### config.mk
export PLATFORM = sky130hd
export DESIGN_NAME = fetch_unit_pipe
export DESIGN_NICKNAME = d
export VERILOG_FILES = /design/src/rtl/fetch_pkg.sv /design/src/rtl/fetch_fifo.sv /design/src/rtl/fetch_unit_pipe.sv
export SDC_FILE = /design/constraint.sdc
export NUM_CORES = 1
export LEC_CHECK = 0
export CORE_UTILIZATION = 50
export DETAILED_ROUTE_END_ITERATION = 10
export PLACE_DENSITY = 0.75
export SYNTH_ARGS = -nofsm -noshare
export SYNTH_HDL_FRONTEND = slang
export SYNTH_SLANG_ARGS = --single-unit
### constraint.sdc
create_clock -name clk -period 3 [get_ports clk]
set_input_delay 0.45 -clock clk [delete_from_list [all_inputs] [get_ports clk]]
set_output_delay 0.45 -clock clk [all_outputs]
set_load 0.02 [all_outputs]
### src/rtl/fetch_pkg.sv
// ============================================================================
// fetch_pkg : shared constants for the pipelined fetch unit
// Rev 1.0
// ============================================================================
`default_nettype none

package fetch_pkg;

  localparam logic [1:0] REDIR_JUMP = 2'd0;
  localparam logic [1:0] REDIR_RET  = 2'd1;
  localparam logic [1:0] REDIR_INT  = 2'd2;

endpackage

`default_nettype wire

### src/rtl/fetch_fifo.sv
// ============================================================================
// fetch_fifo : synchronous FIFO with push, pop, flush and occupancy count
// Rev 1.0
// ============================================================================
`default_nettype none

module fetch_fifo #(
  parameter int WIDTH = 8,
  parameter int DEPTH = 4
) (
  input  logic                     clk,
  input  logic                     rst_n,
  input  logic                     flush,
  input  logic                     push,
  input  logic [WIDTH-1:0]         wdata,
  input  logic                     pop,
  output logic [WIDTH-1:0]         rdata,
  output logic [$clog2(DEPTH):0]   count,
  output logic                     empty
);

  localparam int c_ptr_w = $clog2(DEPTH);

  logic [WIDTH-1:0]   r_mem [DEPTH];
  logic [c_ptr_w-1:0] r_wptr;
  logic [c_ptr_w-1:0] r_rptr;
  logic [c_ptr_w:0]   r_count;
  logic               w_full;
  logic               w_push;
  logic               w_pop;

  assign w_full = (r_count == (c_ptr_w + 1)'(DEPTH));
  assign empty  = (r_count == '0);
  // flush wins over any same-cycle push or pop
  assign w_push = push && !flush && !w_full;
  assign w_pop  = pop && !flush && !empty;

  always_ff @(posedge clk or negedge rst_n) begin
    if (!rst_n) begin
      r_wptr  <= '0;
      r_rptr  <= '0;
      r_count <= '0;
    end else if (flush) begin
      r_wptr  <= '0;
      r_rptr  <= '0;
      r_count <= '0;
    end else begin
      if (w_push) r_wptr <= r_wptr + c_ptr_w'(1);
      if (w_pop)  r_rptr <= r_rptr + c_ptr_w'(1);
      r_count <= r_count + (c_ptr_w + 1)'(w_push) - (c_ptr_w + 1)'(w_pop);
    end
  end

  always_ff @(posedge clk) begin
    if (w_push) r_mem[r_wptr] <= wdata;
  end

  assign rdata = r_mem[r_rptr];
  assign count = r_count;

  a_no_overflow: assert property (@(posedge clk) disable iff (!rst_n) !(push && !flush && w_full));

endmodule

`default_nettype wire

### src/rtl/fetch_unit_pipe.sv
// ============================================================================
// fetch_unit_pipe : PC owner, pipelined IMEM requester and decode-side FIFO
// Rev 1.0
// ============================================================================
`default_nettype none

module fetch_unit_pipe
  import fetch_pkg::*;
#(
  parameter int                ADDR_W   = 32,
  parameter int                INSTR_W  = 16,
  parameter int                IDX_W    = 3,
  parameter int                DEPTH    = 4,
  parameter logic [ADDR_W-1:0] RESET_PC = '0
) (
  input  logic               clk,
  input  logic               rst_n,
  input  logic               redir_valid,
  input  logic [1:0]         redir_kind,
  input  logic [ADDR_W-1:0]  redir_target,
  input  logic [IDX_W-1:0]   int_index,
  input  logic [ADDR_W-1:0]  ivt_base,
  output logic               imem_req_valid,
  output logic [ADDR_W-1:0]  imem_req_addr,
  input  logic               imem_req_ready,
  input  logic               imem_rsp_valid,
  input  logic [INSTR_W-1:0] imem_rsp_data,
  output logic               dec_valid,
  output logic [INSTR_W-1:0] dec_instr,
  output logic [ADDR_W-1:0]  dec_pc,
  output logic               dec_int,
  input  logic               dec_ready
);

  localparam int                 c_cnt_w     = $clog2(DEPTH) + 1;
  localparam logic [c_cnt_w:0]   c_depth_sum = (c_cnt_w + 1)'(DEPTH);
  localparam logic [c_cnt_w-1:0] c_depth_cnt = c_cnt_w'(DEPTH);

  typedef struct packed {
    logic [INSTR_W-1:0] instr;
    logic [ADDR_W-1:0]  pc;
    logic               int_flag;
  } entry_t;

  logic               r_run;
  logic [ADDR_W-1:0]  r_fetch_pc;
  logic [ADDR_W-1:0]  r_rsp_pc;
  logic [c_cnt_w-1:0] r_inflight;
  logic [c_cnt_w-1:0] r_drop_cnt;
  logic               r_int_pend;

  logic [ADDR_W-1:0]  w_target;
  logic [c_cnt_w:0]   w_credit_sum;
  logic [c_cnt_w-1:0] w_inflight_nxt;
  logic [c_cnt_w-1:0] w_count;
  logic               w_empty;
  logic               w_issue;
  logic               w_drop;
  logic               w_push;
  logic               w_pop;
  entry_t             w_push_entry;
  entry_t             w_head;

  always_comb begin
    w_target = redir_target;
    case (redir_kind)
      REDIR_JUMP, REDIR_RET: w_target = redir_target;
      REDIR_INT:             w_target = ivt_base + ADDR_W'(int_index);
      default:               w_target = redir_target;
    endcase
  end

  // Credit covers both buffered and still-owed words so the FIFO can never overflow
  assign w_credit_sum   = {1'b0, r_inflight} + {1'b0, w_count};
  assign imem_req_valid = r_run && !redir_valid && (w_credit_sum < c_depth_sum) &&
                          ((r_drop_cnt == '0) || (r_inflight < c_depth_cnt));
  assign imem_req_addr  = r_fetch_pc;

  assign w_issue        = imem_req_valid && imem_req_ready;
  assign w_drop         = imem_rsp_valid && (r_drop_cnt != '0);
  assign w_push         = imem_rsp_valid && !w_drop;
  assign w_pop          = dec_valid && dec_ready;
  assign w_inflight_nxt = r_inflight + c_cnt_w'(w_issue) - c_cnt_w'(imem_rsp_valid);

  assign w_push_entry.instr    = imem_rsp_data;
  assign w_push_entry.pc       = r_rsp_pc;
  assign w_push_entry.int_flag = r_int_pend;

  always_ff @(posedge clk or negedge rst_n) begin
    if (!rst_n) begin
      r_run      <= 1'b0;
      r_fetch_pc <= RESET_PC;
      r_rsp_pc   <= RESET_PC;
      r_inflight <= '0;
      r_drop_cnt <= '0;
      r_int_pend <= 1'b0;
    end else begin
      r_run      <= 1'b1;
      r_inflight <= w_inflight_nxt;
      if (redir_valid) begin
        // No issue happens in a redirect cycle, so every remaining owed word is stale
        r_fetch_pc <= w_target;
        r_rsp_pc   <= w_target;
        r_drop_cnt <= w_inflight_nxt;
        r_int_pend <= (redir_kind == REDIR_INT);
      end else begin
        if (w_issue) r_fetch_pc <= r_fetch_pc + ADDR_W'(1);
        if (w_drop)  r_drop_cnt <= r_drop_cnt - c_cnt_w'(1);
        if (w_push) begin
          r_rsp_pc   <= r_rsp_pc + ADDR_W'(1);
          r_int_pend <= 1'b0;
        end
      end
    end
  end

  fetch_fifo #(
    .WIDTH ($bits(entry_t)),
    .DEPTH (DEPTH)
  ) u_fifo (
    .clk   (clk),
    .rst_n (rst_n),
    .flush (redir_valid),
    .push  (w_push),
    .wdata (w_push_entry),
    .pop   (w_pop),
    .rdata (w_head),
    .count (w_count),
    .empty (w_empty)
  );

  assign dec_valid = !w_empty && !redir_valid;
  assign dec_instr = w_empty ? '0 : w_head.instr;
  assign dec_pc    = w_empty ? '0 : w_head.pc;
  assign dec_int   = w_empty ? 1'b0 : w_head.int_flag;

endmodule

`default_nettype wire
# == Word level (Yosys, flattened, before mapping) ==
# Memory sizes are Yosys's and may differ from the RTL's.
# Cells that the tools add are included.
# W data, S select, Z words.
# op_classes
order_cmp,2
n_addsub,11
mux,19
reduce_logical,25
eq_ne,2
# ops
cell,n
$mux W32,6
$add A32 B1 Y32 const B,2
$add A32 B3 Y32,1
$mux W16,1
$logic_and A1 B1 Y1,12
$reduce_bool A2 Y1,5
$mux W3,3
$mux W2,4
$add A3 B1 Y3,2
$logic_not A3 Y1,2
$sub A3 B1 Y3,2
$mux W1,5
$add A2 B1 Y2 const B,2
$add A3 B3 Y4,1
$logic_not A1 Y1,4
$lt A4 B3 Y1 const B,1
$eq A3 B3 Y1 const B,1
$lt A3 B3 Y1 const B,1
$reduce_bool A3 Y1,1
$sub A3 B1 Y3 const B,1
$eq A2 B2 Y1 const B,1
$logic_or A1 B1 Y1,1
# word_totals
inputBits,91
wordCells,69
reg_bits,79
ramBits,196
n_memories,1
output_inout_bits,83
# mem_list
name,words,width,rd,rd_clocked_by_memory_dff,wr,line,text
u_fifo.r_mem,4,49,1,0,1,fetch_fifo.sv:24,logic [WIDTH-1:0] r_mem [DEPTH];

# == Logic depth before layout (Yosys ltp) ==
# depth
word_depth,9
mapped_depth,17
ltp_nobuf,15

# == Modules after synthesis ==
# From an unflattened synthesis, not the netlist that was laid out.
# unflattened
cells_unflattened,995
hier_area_um2,13272.7
# by_module_without_submodules
module,cells_each,instances,seq_area_each_um2,area_per_inst_um2
fetch_fifo,301,1,6060.8,7598.5
fetch_unit_pipe,694,1,1801.7,5674.2

# == Worst setup path before layout ==
# OpenSTA, ideal clock, no wires.
# synth_path
path_kind,register -> register
from,register r_inflight[2]
to,register r_drop_cnt[2]
path_slack_ns,-0.269
path_stages_with_launch,17
setup_ns,0.083
path_buffers,2
t_required_ns,2.917
arrival_time_ns,3.186
period_less_slack_ns,3.269
cell_sequence,dfrtp_1 > ha_1 > or3_1 > a2111oi_4 > and2_1 > buf_4 > inv_2 > buf_6 > ha_1 > inv_1 > ha_1 > inv_1 > fa_1 > xnor2_1 > xnor2_1 > nand2_1 > o21ai_0
# synth_between
elab_chain_len,8
word_cells_on_any_way,10
cone_classes,add/sub (3); order compare (2); mux (1); reduce/logical (4)
# synth_rtl
item,line,text
from (decl),fetch_unit_pipe.sv:48,logic [c_cnt_w-1:0] r_inflight;
from (signal assigned),fetch_unit_pipe.sv:99,r_inflight <= w_inflight_nxt;
$add A3 B3 Y4,fetch_unit_pipe.sv:74,"assign w_credit_sum = {1'b0, r_inflight} + {1'b0, w_count};"
$lt A4 B3 Y1,fetch_unit_pipe.sv:75,assign imem_req_valid = r_run && !redir_valid && (w_credit_sum < c_depth_sum) &&
$logic_and A1 B1 Y1,fetch_unit_pipe.sv:75,
$logic_and A1 B1 Y1 *,fetch_unit_pipe.sv:75,
named net imem_req_valid,fetch_unit_pipe.sv:23,"output logic imem_req_valid,"
$logic_and A1 B1 Y1 *,fetch_unit_pipe.sv:79,assign w_issue = imem_req_valid && imem_req_ready;
$add A3 B1 Y3 *,fetch_unit_pipe.sv:83,assign w_inflight_nxt = r_inflight + c_cnt_w'(w_issue) - c_cnt_w'(imem_rsp_valid);
$sub A3 B1 Y3 *,fetch_unit_pipe.sv:83,
named net w_inflight_nxt[2],fetch_unit_pipe.sv:54,logic [c_cnt_w-1:0] w_inflight_nxt;
$mux W3 *,fetch_unit_pipe.sv:100,if (redir_valid) begin
to (signal assigned),fetch_unit_pipe.sv:104,r_drop_cnt <= w_inflight_nxt;
to (signal assigned),fetch_unit_pipe.sv:108,if (w_drop) r_drop_cnt <= r_drop_cnt - c_cnt_w'(1);
to (decl),fetch_unit_pipe.sv:49,logic [c_cnt_w-1:0] r_drop_cnt;
# The timed path passes the listed nets; every way through them passes the cells marked *.
# A chain may end at the register's enable or synchronous reset.

# == Worst setup path after layout ==
# layout_path
from,register u_fifo.r_rptr[0]
to,output port dec_pc[25]
# layout_between
elab_chain_len,2
# layout_rtl
item,line,text
from (decl),fetch_fifo.sv:26,logic [c_ptr_w-1:0] r_rptr;
from (signal assigned),fetch_fifo.sv:49,if (w_pop) r_rptr <= r_rptr + c_ptr_w'(1);
$mem_v2 Z4 W49,n/a,
$mux W32,fetch_unit_pipe.sv:134,assign dec_pc = w_empty ? '0 : w_head.pc;
to (decl),fetch_unit_pipe.sv:30,"output logic [ADDR_W-1:0] dec_pc,"
# No other way between the ends.

==> results.tsv <==
metric	value	unit
Pre-antenna DRT Iters	5	
synthesized instance count	966	
CP endpoint	dec_pc[25]	
Worst Hold Class	in -> reg	
drt total wl	31400	microns
synthesized flop and latch total	275	
CP Class	reg -> out	
ys async rst share	28.7	%
antenna violations before repair	0	
I/O Pins	174	
Slew Limit Fails	0	
R2R Setup Slk	230	ps
Leak	5.92	nW
Arr. time, crit path	2470	ps
first-pass GRT wire length	48900	microns
Worst setup EP type	output port	
number of buffers created by CTS	27	
clock skew	8.83	ps
FP Rows	58	
Core Region	25300	sq um
Die X	163	microns
Post-DRT Antenna Nets	0	
Setup crit start	u_fifo.r_rptr[0]	
most common cell in the netlist	edfxtp_1	
routability cong.	0.986	
crit-path max FO	7	
Synth area leaders	edfxtp_1 (45%), dfrtp_1 (15%), mux4_2 (8.5%), and2_1 (3.0%), xnor2_1 (2.3%)	
reg2reg end	r_drop_cnt[2]	
Setup Viol. Count Final	0	
Clk pin slew, worst setup/hold paths	60	ps
R2R depth	14	
diode count	0	
total die area	26600	sq um
worst slack, placed	8.41	ps
fill count	1846	
pin count of the biggest net entering global routing	75	
Slew @ Worst Pin	707	ps
Syn Nets	1077	
Mapped Avg Cell Area	13.4	sq um
CTS tree	built	
period utilization	97.2	%
Synth Flop Type	edfxtp_1	
design area	16400	sq um
run status	finished, final reports clean	
R2R Path Start	u_fifo.count[2]	
htree depth	1	
IO Port Bufs	173	
gr usage total	24.0	%
Avg Vias per Cell	5.82	
Final nets	1288	
residual DRC count	0	
layout cells sized above 1	14.3	%
pwr/cell area	683	nW/um^2
Iteration-0 DRC Markers	635	
fmax	343	MHz
mapped cell area	13000	sq um
maxcap violations	0	
initial core utilization	51.2	%
Clk Latency, worst-skew pair	520	ps
Max VDD drop	495	uV
Die Y	163	microns
Post-synth EDFFs	196	
vias in the first global route	8957	
top cell type's share of synthesized area	45.4	%
YS warnings	0	
Final Critical Period	2920	ps
final hold vios	0	
HPWL after DPL	21400	microns
commonest cells in the netlist	edfxtp_1 (196), dfrtp_1 (79), and2_1 (63)	
Overflow after GRT	0	
vias post-DR	8884	
PnR worst setup slack	82.9	ps
placed inst area	15500	sq um
unrepaired setup endpoints after global routing	no	
Worst Path Required	2550	ps
Hold Startpoint	redir_valid	
Synth cell types	61	
startpoint types	flip-flop	
Max clock buf depth	3	
Area Overhead vs Synth	26.5	%
total clock sinks	275	
Synth area leader	edfxtp_1	
Seq/Total Area, Yosys	60.6	%
detail-routed net length per standard cell	20.6	microns
Clock Tree Root	clkbuf_16	
Worst slew margin	52.9	%
==> kinds of logic (layout without fill, tap and decap cells) <==
| kind of cell | count (synthesis) | in the layout | synth area share (%) |
|---|---|---|---|
| AO/OA/AOI/OAI | 176 | 176 | 9.36 |
| XOR/XNOR | 63 | 63 | 4.25 |
| adder cells (fa/ha/maj) | 20 | 20 | 2.10 |
| buffers and inverters | 63 | 294 | 1.93 |
| flip-flops | 275 | 275 | 60.6 |
| multiplexers | 56 | 56 | 9.05 |
| other | 1 | 1 | 0.0289 |
| AND/OR/NAND/NOR | 312 | 312 | 12.7 |
==> where the power goes <==
part / leakage [nW] / internal (mW) / switching [mW]
sequential: 2.74 / 4.39 / 0.327
combinational: 2.78 / 1.70 / 1.63
clock: 0.410 / 1.84 / 1.32
==> per-layer routing <==
layer | up-vias | wire length (microns) | track usage [%]
met5 | - | 0 | 0
met4 | 0 | 682 | 6.41
met1 | 4333 | 13700 | 33.7
met2 | 368 | 14900 | 39.0
li1 | 4127 | - | -
met3 | 56 | 2130 | 3.81
==> critical path, stage by stage (launching register included) <==
cell	delay, ps
dfrtp_4	520
buf_4	210
mux4_2	510
and2_1	170
clkdlybuf4s50_1	540
==> area by class of cell <==
type / instances / area [sq um] / share of cell area, %
Inverter: 17 / 66.3 / 0.404
Tap cell: 330 / 413 / 2.52
Timing Repair Buffer: 228 / 2320 / 14.1
Clock buffer: 42 / 772 / 4.70
Sequential cell: 275 / 7870 / 47.9
Clock inverter: 7 / 58.8 / 0.358
Multi-Input combinational cell: 628 / 4920 / 30.0
==> cells in the final DEF, fill, tap and decap left out, types with 18 or more instances in the layout <==
master           Yosys  layout
edfxtp_1           196     196
clkdlybuf4s50_1      0     157
dfrtp_1             79      77
nand2_1             62      62
and2_1              63      58
nor2_1              54      54
mux4_2              49      49
buf_4                1      43
a21oi_1             35      35
nand3_1             34      34
xnor2_1             34      33
xor2_1              29      29
clkbuf_16            0      28
o21ai_0             25      24
nand4_1             23      23
and3_1              19      19
nor3_1              18      18
==> flip-flops by register name, summed over array words and instances, names as in the netlist <==
| signal | count |
|---|---|
| imem_req_addr | 32 |
| r_drop_cnt | 3 |
| r_inflight | 3 |
| r_int_pend | 1 |
| r_rsp_pc | 32 |
| r_run | 1 |
| u_fifo.count | 3 |
| u_fifo.r_mem | 196 |
| u_fifo.r_rptr | 2 |
| u_fifo.r_wptr | 2 |
==> repair_timing <==
action / in CTS / in global routing
setup buffers: 3 / 0
gates cloned: 0 / 1
hold endpoints to repair: 40 / 0
hold buffers: 1 / 0
endpoints found under the setup margin: 51 / 14
pin swaps: 0 / 3
resized for setup: 4 / 13
==> through the flow <==
| step | utilization (%) | std cells | setup TNS, ps | total power [mW] | hold slack (ps) |
|---|---|---|---|---|---|
| final | 64.8 | 1527 | 0 | 11.2 | 442 |
| after detailed placement | 61.2 | 1473 | 0 | 8.08 | 529 |
| after global placement | 61.2 | 1473 | 0 | 8.02 | 526 |
| after floorplan | - | 966 | -305 | 6.60 | 154 |
| after CTS | 64.6 | 1526 | 0 | 11.3 | 442 |
| after global routing | 64.8 | 1527 | 0 | 11.7 | 466 |
==> worst min-delay path by stage <==
| stage | endpoint | cells past startpoint |
|---|---|---|
| 2_1_floorplan | imem_req_addr[0] | 0 |
| 3_3_place_gp | u_fifo.r_wptr[0] | 1 |
| 3_5_place_dp | u_fifo.count[1] | 1 |
| 4_1_cts | u_fifo.r_rptr[0] | 3 |
| 5_1_grt | u_fifo.r_rptr[0] | 3 |
| 6_report | u_fifo.count[2] | 3 |
Note: power is estimated with default switching activity, not from simulation.
